**src/rtl/dsp48_post_pkg.sv**
```systemverilog
// Shared constants for the DSP48A1-style post-adder/accumulator stage:
// operand-select codes, OPMODE bit positions and datapath widths.
package dsp48_post_pkg;
   localparam int P_W = 48;
   localparam int M_W = 36;

   localparam logic [1:0] X_ZERO = 2'd0;
   localparam logic [1:0] X_M    = 2'd1;
   localparam logic [1:0] X_P    = 2'd2;
   localparam logic [1:0] X_DAB  = 2'd3;

   localparam logic [1:0] Z_ZERO = 2'd0;
   localparam logic [1:0] Z_PCIN = 2'd1;
   localparam logic [1:0] Z_P    = 2'd2;
   localparam logic [1:0] Z_C    = 2'd3;

   localparam int OP_SUB = 7;
   localparam int OP_CIN = 5;
endpackage

```
**src/rtl/dsp_pipe_reg.sv**
```systemverilog
// Optional pipeline register with asynchronous reset and clock enable;
// collapses to a plain wire when REG_EN is 0.
module dsp_pipe_reg #(
   parameter int WIDTH  = 1,
   parameter bit REG_EN = 1'b1
) (
   input  logic             clk,
   input  logic             rst,
   input  logic             ce,
   input  logic [WIDTH-1:0] d,
   output logic [WIDTH-1:0] q
);
   generate
      if (REG_EN) begin : g_reg
         logic [WIDTH-1:0] q_reg;
         always_ff @(posedge clk or posedge rst) begin
            if (rst)
               q_reg <= '0;
            else if (ce)
               q_reg <= d;
         end
         assign q = q_reg;
      end else begin : g_bypass
         logic unused_ctrl;
         assign unused_ctrl = ^{clk, rst, ce};
         assign q = d;
      end
   endgenerate
endmodule

```
**src/rtl/dsp_post_adder_acc.sv**
```systemverilog
// Post-adder/accumulator of a DSP48A1-style slice: X/Z operand muxes, 49-bit add/sub
// with carry-in, P/CARRYOUT registers. Optional sticky signed overflow via DSP_POSTADD_OVF_EN.
module dsp_post_adder_acc
   import dsp48_post_pkg::*;
#(
   parameter bit OPMODEREG   = 1'b1,
   parameter bit CARRYINREG  = 1'b1,
   parameter bit PREG        = 1'b1,
   parameter bit CARRYOUTREG = 1'b1,
   parameter     CARRYINSEL  = "OPMODE5"
) (
   input  logic           clk,
   input  logic           rst,
   input  logic           ce_opmode,
   input  logic           ce_carryin,
   input  logic           ce_p,
   input  logic [7:0]     opmode,
   input  logic [M_W-1:0] m,
   input  logic [P_W-1:0] dab,
   input  logic [P_W-1:0] c,
   input  logic [P_W-1:0] pcin,
   input  logic           carryin,
   output logic [P_W-1:0] p,
   output logic [P_W-1:0] pcout,
   output logic           carryout,
   output logic           carryoutf
`ifdef DSP_POSTADD_OVF_EN
   ,output logic          ovf
`endif
);
   logic [7:0]     opmode_r;
   logic           cin_sel;
   logic           cin_r;
   logic [1:0]     x_sel;
   logic [1:0]     z_sel;
   logic [P_W-1:0] p_fb;
   logic [P_W-1:0] x_mux;
   logic [P_W-1:0] z_mux;
   logic [P_W:0]   sum_next;
   logic           unused_opmode_bits;

   dsp_pipe_reg #(.WIDTH(8), .REG_EN(OPMODEREG)) u_opmode_reg (
      .clk(clk), .rst(rst), .ce(ce_opmode), .d(opmode), .q(opmode_r)
   );

   assign cin_sel = (CARRYINSEL == "CARRYIN") ? carryin : opmode_r[OP_CIN];

   dsp_pipe_reg #(.WIDTH(1), .REG_EN(CARRYINREG)) u_cin_reg (
      .clk(clk), .rst(rst), .ce(ce_carryin), .d(cin_sel), .q(cin_r)
   );

   assign x_sel = opmode_r[1:0];
   assign z_sel = opmode_r[3:2];
   assign unused_opmode_bits = ^{opmode_r[6], opmode_r[4]};

   // Without a P register the feedback path would be a combinational loop, so it reads as zero.
   assign p_fb = PREG ? p : '0;

   always_comb begin
      x_mux = '0;
      case (x_sel)
         X_M:     x_mux = {{(P_W-M_W){1'b0}}, m};
         X_P:     x_mux = p_fb;
         X_DAB:   x_mux = dab;
         default: x_mux = '0;
      endcase
   end

   always_comb begin
      z_mux = '0;
      case (z_sel)
         Z_PCIN:  z_mux = pcin;
         Z_P:     z_mux = p_fb;
         Z_C:     z_mux = c;
         default: z_mux = '0;
      endcase
   end

   always_comb begin
      sum_next = '0;
      if (opmode_r[OP_SUB])
         sum_next = {1'b0, z_mux} - ({1'b0, x_mux} + {{P_W{1'b0}}, cin_r});
      else
         sum_next = {1'b0, z_mux} + {1'b0, x_mux} + {{P_W{1'b0}}, cin_r};
   end

   dsp_pipe_reg #(.WIDTH(P_W), .REG_EN(PREG)) u_p_reg (
      .clk(clk), .rst(rst), .ce(ce_p), .d(sum_next[P_W-1:0]), .q(p)
   );

   dsp_pipe_reg #(.WIDTH(1), .REG_EN(CARRYOUTREG)) u_carryout_reg (
      .clk(clk), .rst(rst), .ce(ce_p), .d(sum_next[P_W]), .q(carryout)
   );

   assign pcout     = p;
   assign carryoutf = carryout;

`ifdef DSP_POSTADD_OVF_EN
   logic x_sign_eff;
   logic ovf_now;

   // For subtraction the effective X operand is negated, so its sign flips.
   assign x_sign_eff = opmode_r[OP_SUB] ? ~x_mux[P_W-1] : x_mux[P_W-1];
   assign ovf_now    = (z_mux[P_W-1] == x_sign_eff) && (sum_next[P_W-1] != z_mux[P_W-1]);

   generate
      if (PREG) begin : g_ovf
         logic ovf_reg;
         always_ff @(posedge clk or posedge rst) begin
            if (rst)
               ovf_reg <= 1'b0;
            else if (ce_p && ovf_now)
               ovf_reg <= 1'b1;
         end
         assign ovf = ovf_reg;
      end else begin : g_no_ovf
         assign ovf = 1'b0;
      end
   endgenerate
`endif

   generate
      if (!PREG) begin : g_no_preg_check
         feedback_without_preg: assert property (
            @(posedge clk) disable iff (rst) (x_sel != X_P) && (z_sel != Z_P));
      end
   endgenerate
endmodule

```
**config.mk**
```make
export PLATFORM = sky130hd
export DESIGN_NAME = dsp_post_adder_acc
export DESIGN_NICKNAME = d
export VERILOG_FILES = /design/src/rtl/dsp48_post_pkg.sv /design/src/rtl/dsp_pipe_reg.sv /design/src/rtl/dsp_post_adder_acc.sv
export SDC_FILE = /design/constraint.sdc
export NUM_CORES = 1
export LEC_CHECK = 0
export ABC_CLOCK_PERIOD_IN_PS = 14250
export BUFFER_PORTS_ARGS = -buffer_cell sky130_fd_sc_hd__buf_2
export CAP_MARGIN = 20
export CORE_MARGIN = 4
export CORE_UTILIZATION = 59
export DETAILED_ROUTE_END_ITERATION = 10
export PLACE_DENSITY = 0.89
export SLEW_MARGIN = 20
export SYNTH_ARGS = -nofsm -noshare
export SYNTH_HDL_FRONTEND = slang
export SYNTH_SLANG_ARGS = --single-unit
```
**constraint.sdc**
```tcl
create_clock -name clk -period 14.25 [get_ports clk]
set_input_delay 2.85 -clock clk [delete_from_list [all_inputs] [get_ports clk]]
set_output_delay 2.85 -clock clk [all_outputs]
set_load 0.005 [all_outputs]
```
==> results of run 1 <==
[per-layer routing]
layer  vias up  part of all wire (%)
li1       5690                     -
met1      5602                    41
met2       587                    47
met3        95                   8.4
met4         0                   3.4
met5         -                     0
[cell type report]
cell class	count	share of cell area (%)
Clock buffer	5	0.991
Tap cell	234	2.32
Multi-Input combinational cell	1179	68.8
Inverter	150	4.46
Timing Repair Buffer	298	12.0
Sequential cell	56	11.2
Clock inverter	3	0.218
[logic make-up after synthesis]
family	count (synthesis)	synth area share, %
buf+inv	268	10.6
mux	112	11.0
xor+xnor	80	6.22
flops	56	12.4
compound gates	477	28.7
simple gates	367	15.0
fa+ha+maj	143	16.1
[power breakdown]
| group | switching, mW | internal [mW] |
|---|---|---|
| sequential | 0.106 | 0.230 |
| combinational | 1.20 | 0.868 |
| clock | 0.0785 | 0.0675 |
| total | 1.38 | 1.17 |
[stage by stage]
stage | hold slack [ns] | util (%)
final | 0.521 | 67.2
after global routing | 0.549 | 67.2
after CTS | 0.517 | 67.2
after detailed placement | 0.493 | 66.4
after global placement | 0.456 | 66.4
after floorplan | 0.444 | -
[cell usage in the layout (no fill, tap or decap), types with 6 or more instances in the layout]
cell type  synthesis  layout
buf_2              3     288
o31ai_1            7       7
a22o_1            59      59
and2_1             6       6
buf_4             49      10
nor2_1           117     117
inv_1            149     148
nand2b_1          11      11
a21boi_0           7       7
xor2_1            32      32
mux2_2            91      91
a21o_1            37      37
a211oi_1           9       9
nor2b_1           29      27
nand4_1           18      18
nor4_1             7       7
dfrtp_1           56      51
a22oi_1           24      24
o211ai_1           8       8
o21ai_0           66      66
nand2_1          110     110
nor3_1            25      25
ha_1             139     139
a31oi_1           18      18
o21a_1            12      12
a21oi_1          147     147
o221ai_1          17      17
and3_1             9       9
mux2i_1           20      20
o21bai_1          17      17
xnor2_1           48      48
or3_1              6       6
nand3_1           19      19
[worst register-to-register path, stage by stage, from the launching register on]
cell and delay (ns):
dfrtp_2 0.86, buf_4 0.48, nor2b_4 0.78, a22oi_1 0.28
fa_1 0.48, fa_1 0.45, and2b_1 0.24, o31ai_2 0.10
a311oi_2 0.36, a211o_1 0.31, a21oi_1 0.14, nor2_1 0.24
a41oi_1 0.34, or4_1 0.62, a31o_2 0.26, o221ai_1 0.06
[final timing paths]
kind / start / end / depth (start not counted)
worst max-delay path: c[0] / u_p_reg.q[46] / 15
worst min-delay path: u_opmode_reg.q[5] / u_cin_reg.q / 2
worst max register to register: u_opmode_reg.q[0] / u_p_reg.q[30] / 15
worst min register to register: u_opmode_reg.q[5] / u_cin_reg.q / 2
max in group asynchronous: rst / u_opmode_reg.q[3] / 3
min in group asynchronous: rst / u_p_reg.q[46] / 3
==> results_dict.tcl, run 1 <==
set metrics [dict create \
    power_mw 2.55 \
    crit_required_ns 14.47 \
    synth.most_common_cell "inv_1" \
    ys_types 68 \
    grt_use_met2_pct 56.8 \
    synth.net_count 1840 \
    yosys.area.top_type_share_pct 15.4 \
    fin_cells 1925 \
    antenna_found_initial 0 \
    period_needed_ns 6.93 \
    cts_buffers 5 \
    wl_per_cell_um 19.4 \
    drv_slew 0 \
    drv_cap 0 \
    maxSlewHeadroom_pct 38.2 \
    ys_seq_elements 56 \
    finalSetupViolations 0 \
    hold_class "flip-flop to flip-flop" \
    grt_overflow 0 \
    multiInputGateArea_um2 8690 \
    yosys_warnings 0 \
    drc 0 \
    synth_ff_type "dfrtp_1" \
    die_area_um2 21400 \
    cts-root-buf "clkbuf_16" \
    antenna_cells 0 \
    powerDensity_nw_per_um2 202 \
    wl_mm 37.3 \
    fin_tns_setup_ns 0 \
    critPathLaunchType "input pin" \
    cts_buffer_depth 2 \
    crit_path_max_incr_delay_ns 0.52 \
    drt_iter0_markers 963 \
    boundaryPins 292 \
    worst_slew_pin_slew_ns 0.916 \
    synth_top_area_cell "ha_1" \
    path_class "input pin to flip-flop" \
    place_ws_ns 7.10 \
    nets 2027 \
    period_share_pct 48.6 \
    finClkSkew_ns 0.0125 \
    async_reset_ff_share_pct 100 \
    grt_max_degree 75 \
    htree_levels 2 \
    post_cts_buffers 0 \
    core_region_area_um2 18800 \
    cts-resized-gates 0 \
    ys_top_cells_by_area "ha_1 15%, dfrtp_1 12%, mux2_2 9.1%" \
    syn_avg_cell_area_um2 7.50 \
    cp_cell_sequence "buf_2, mux2_2, a22oi_1, fa_1, fa_1, and2b_1, o31ai_2, a311oi_2, a211oi_1, o21ai_1, a21oi_1, o21ai_2, a41oi_1, mux2_2, o41ai_1" \
    worst_path_max_delay_cell "a21oi_1" \
    area_delta_synth_final_pct 12.0 \
    largest_reg_flops 48 \
    ir_drop_mv 0.103 \
    met3_usage_pct 4.93 \
    drt_first_pass_iters 5 \
    end_kind "flip-flop" \
    placed_cells 1917 \
    vias_per_cell 6.22 \
    rsz0062_at_grt "false" \
    final_cell_area_um2 12600 \
    place.detailed.hpwl_mm 28.8 \
    track_usage_pct 33.5 \
    worst_slack_ns 7.32 \
    fp.dieH_um 146 \
    rows 50 \
    synth_cells 1503 \
    drive_gt1_share_pct 25.0 \
    seqCellArea_um2 1410 \
    cts_tree "done" \
    synth_area_um2 11300 \
    clock-sinks 56 \
    vias 12000 \
    finalHoldViolCount 0 \
    synth_edf_count 0 \
    grt_pass1_vias 11800 \
    status "finished, final reports clean" \
    n_fill_cell 1671 \
    worst-path-buf-inv 1 \
    fmax_mhz 144 \
    start_util_pct 60.0 \
    critical_path_arrival_ns 7.14 \
    yosysSeqAreaShare_pct 12.4 \
    cp_max_fo 4 \
    clkTransAtPathRegs_ns 0.10 \
    reg2reg_slack_ns 8.17 \
    cpLargestDelayFamily "compound AO/OA/AOI/OAI gates" \
    p_leak_nw 6.28 \
    ctsHoldBuffers 0 \
    busiest_layer "met2" \
    gp_congestion 0.979 \
    grt_pass1_wl_mm 59.4 \
    port-buffer-count 288 \
    fp.dieW_um 146 \
    synth_commonest_cells "149 x inv_1, 147 x a21oi_1, 139 x ha_1, 117 x nor2_1, 110 x nand2_1" \
    grtUsageMet1_pct 43.0 \
    worstSkewPairLatency_ns 0.32 \
    postRouteAntennaNets 0 \
    placed_cell_area_um2 12500 \
]
Note: power is estimated with default switching activity, not from simulation.
==> inputs of run 2 (changes only) <==
--- a/config.mk
+++ b/config.mk
@@ -5,13 +5,14 @@
 export SDC_FILE = /design/constraint.sdc
 export NUM_CORES = 1
 export LEC_CHECK = 0
-export ABC_CLOCK_PERIOD_IN_PS = 14250
+export ABC_AREA = 1
+export ABC_CLOCK_PERIOD_IN_PS = 6440
 export BUFFER_PORTS_ARGS = -buffer_cell sky130_fd_sc_hd__buf_2
 export CAP_MARGIN = 20
 export CORE_MARGIN = 4
-export CORE_UTILIZATION = 59
+export CORE_UTILIZATION = 58
 export DETAILED_ROUTE_END_ITERATION = 10
-export PLACE_DENSITY = 0.89
+export PLACE_DENSITY = 0.85
 export SLEW_MARGIN = 20
 export SYNTH_ARGS = -nofsm -noshare
 export SYNTH_HDL_FRONTEND = slang
==> constraint.sdc (replaced) <==
create_clock -name clk -period 6.44 [get_ports clk]
set_input_delay 1.288 -clock clk [delete_from_list [all_inputs] [get_ports clk]]
set_output_delay 1.288 -clock clk [all_outputs]
set_load 0.005 [all_outputs]
==> results_dict.tcl, run 2 <==
set metrics [dict create \
    r2r_cells 17 \
    place.detailed.hpwl_mm 50.7 \
    clkTransAtPathRegs_ns 0.10 \
    fmax_mhz 206 \
    rows 55 \
    final_common_cell "nand2_1" \
    finalSetupViolations 0 \
    fp.dieW_um 161 \
    grtUsageMet1_pct 59.0 \
    min_path_cells 2 \
    rsz0062_at_grt "false" \
    worst-path-buf-inv 4 \
    drt_iter0_markers 2682 \
    end_kind "flip-flop" \
    crit_path_max_incr_delay_ns 0.79 \
    cts_buffer_depth 2 \
    drt_first_pass_iters 8 \
    area_delta_synth_final_pct 11.6 \
    wl_mm 60.8 \
    cpLargestDelayFamily "buffers and inverters" \
    vias 17900 \
    critPathLaunchType "flip-flop" \
    core_region_area_um2 22800 \
    placed_cells 3036 \
    powerDensity_nw_per_um2 405 \
    cts-root-buf "clkbuf_16" \
    ys_types 48 \
    power_mw 6.12 \
    boundaryPins 292 \
    layout_common_cells "850 x nand2_1, 499 x inv_1, 288 x buf_2" \
    ys_seq_elements 56 \
    drc 0 \
    gp_congestion 1.14 \
    synth_cells 2520 \
    maxSlewHeadroom_pct 29.4 \
    drv_cap 0 \
    cts_buffers 5 \
    track_usage_pct 44.7 \
    rr_startpoint "u_opmode_reg.q[1]" \
    critical_path_arrival_ns 5.13 \
    fin_tns_setup_ns 0 \
    synth_ff_type "dfrtp_1" \
    async_reset_ff_share_pct 100 \
    drive_gt1_share_pct 14.1 \
    cts_tree "done" \
    grt_pass1_vias 16200 \
    final_cell_area_um2 15100 \
    seq_power_share_pct 11.3 \
    synth.most_common_cell "nand2_1" \
    synth_area_um2 13500 \
    grt_use_met2_pct 68.1 \
    finalHoldViolCount 0 \
    p_leak_nw 9.26 \
    start_util_pct 59.5 \
    cp_max_fo 27 \
    antenna_found_initial 0 \
    crit_required_ns 6.71 \
    ir_drop_mv 0.268 \
    placed_cell_area_um2 14900 \
    met3_usage_pct 14.1 \
    synth.net_count 2857 \
    finClkSkew_ns 0.0152 \
    hp-start "u_opmode_reg.q[5]" \
    period_share_pct 75.5 \
    path_class "flip-flop to flip-flop" \
    ctsHoldBuffers 0 \
    htree_levels 2 \
    power_switching_mw 3.83 \
    fp.dieH_um 161 \
    intPower_mw 2.29 \
    swShare_pct 62.5 \
    yosys.area.top_type_share_pct 23.5 \
    grt_max_degree 71 \
    status "finished, final reports clean" \
    wl_per_cell_um 20.0 \
    clock-sinks 56 \
    busiest_layer "met2" \
    cpMostUsedCell "nand2_1" \
    hold_class "flip-flop to flip-flop" \
    grt_overflow 0 \
    vias_per_cell 5.86 \
    comb_power_share_pct 82.6 \
    period_needed_ns 4.86 \
    worst_slew_pin_slew_ns 1.05 \
    drv_slew 0 \
    ys_top_cells_by_area "nand2_1 24%, inv_1 14%, ha_1 13%" \
    startpoint "u_opmode_reg.q[1]" \
    synth_top_area_cell "nand2_1" \
    fin_cells 3046 \
    cp.depth 17 \
    syn_avg_cell_area_um2 5.38 \
    clockPowerShare_pct 6.0 \
    cp_cell_sequence "nand2_1, clkinv_1, buf_4, nand2_1, o211ai_1, ha_1, inv_1, ha_1, nand2_1, inv_1, a21oi_1, nand3_1, a21oi_1, a21oi_1, o21ai_0, nand3_1, nand2_1" \
    post_cts_buffers 0 \
    yosysSeqAreaShare_pct 10.3 \
    nets 3067 \
    cts-resized-gates 0 \
    synth_edf_count 0 \
    largest_reg_flops 48 \
    port-buffer-count 288 \
    yosys_warnings 0 \
    die_area_um2 25900 \
    synth_commonest_cells "850 x nand2_1, 503 x inv_1, 161 x nor2_1, 160 x a21oi_1, 160 x nand3_1" \
    worst_path_max_delay_cell "clkinv_1" \
    grt_pass1_wl_mm 89.7 \
    postRouteAntennaNets 0 \
    final_core_util_pct 66.4 \
    worstSkewPairLatency_ns 0.33 \
]
## run 2: final cells by class
type | count | area [µm²]
Clock buffer | 6 | 139
Sequential cell | 56 | 1400
Clock inverter | 2 | 38.8
Timing Repair Buffer | 301 | 1560
Multi-Input combinational cell | 1853 | 9660
Antenna cell | 2 | 5.00
Tap cell | 313 | 392
Fill cell | 2343 | 7660
Inverter | 513 | 1930
## run 2: worst paths after layout
kind	slack (ns)	endpoint
max	1.58	u_p_reg.q[17]
min reg2reg	0.51	u_cin_reg.q
min in group asynchronous	1.20	u_p_reg.q[2]
min	0.51	u_cin_reg.q
max reg2reg	1.58	u_p_reg.q[17]
max in group asynchronous	4.58	u_p_reg.q[46]
## run 2: kinds of logic (layout without fill, tap and decap cells)
kind of cell,count (synthesis),after routing,share of synthesized area [%]
simple gates,1297,1297,40.1
buf+inv,611,822,18.5
compound gates,403,403,17.0
fa+ha+maj,143,143,13.4
flops,56,56,10.3
xor+xnor,9,9,0.582
mux,1,1,0.0831
other cells,0,2,0
## run 2: through the flow
| step | setup WS, ns | hold WS (ns) |
|---|---|---|
| 4_1_cts | 1.85 | 0.515 |
| 2_1_floorplan | 2.94 | 0.444 |
| 3_5_place_dp | 1.88 | 0.494 |
| 6_report | 1.58 | 0.512 |
| 3_3_place_gp | 1.58 | 0.485 |
| 5_1_grt | 1.46 | 0.553 |
## run 2: worst register-to-register path, delay by kind of cell, from the launching register on
family | cells | cell delay (ns)
compound gates | 5 | 1.05
fa+ha+maj | 2 | 0.72
buf+inv | 4 | 1.52
flops | 1 | 0.43
simple gates | 6 | 1.06
## run 2: power groups by stage
| stage | logic [mW] | clock network, mW | registers (mW) |
|---|---|---|---|
| floorplan | 3.35 | 0 | 0.647 |
| global placement | 4.68 | 0 | 0.680 |
| detailed placement | 4.78 | 0 | 0.685 |
| CTS | 4.81 | 0.362 | 0.679 |
| global route | 5.47 | 0.375 | 0.707 |
| finish | 5.06 | 0.369 | 0.694 |
## run 2: layer usage
layer / share of wire [%] / up-vias
met5: 0 / -
met2: 42 / 1240
li1: - / 8247
met4: 5.1 / 0
met3: 14 / 221
met1: 38 / 8146
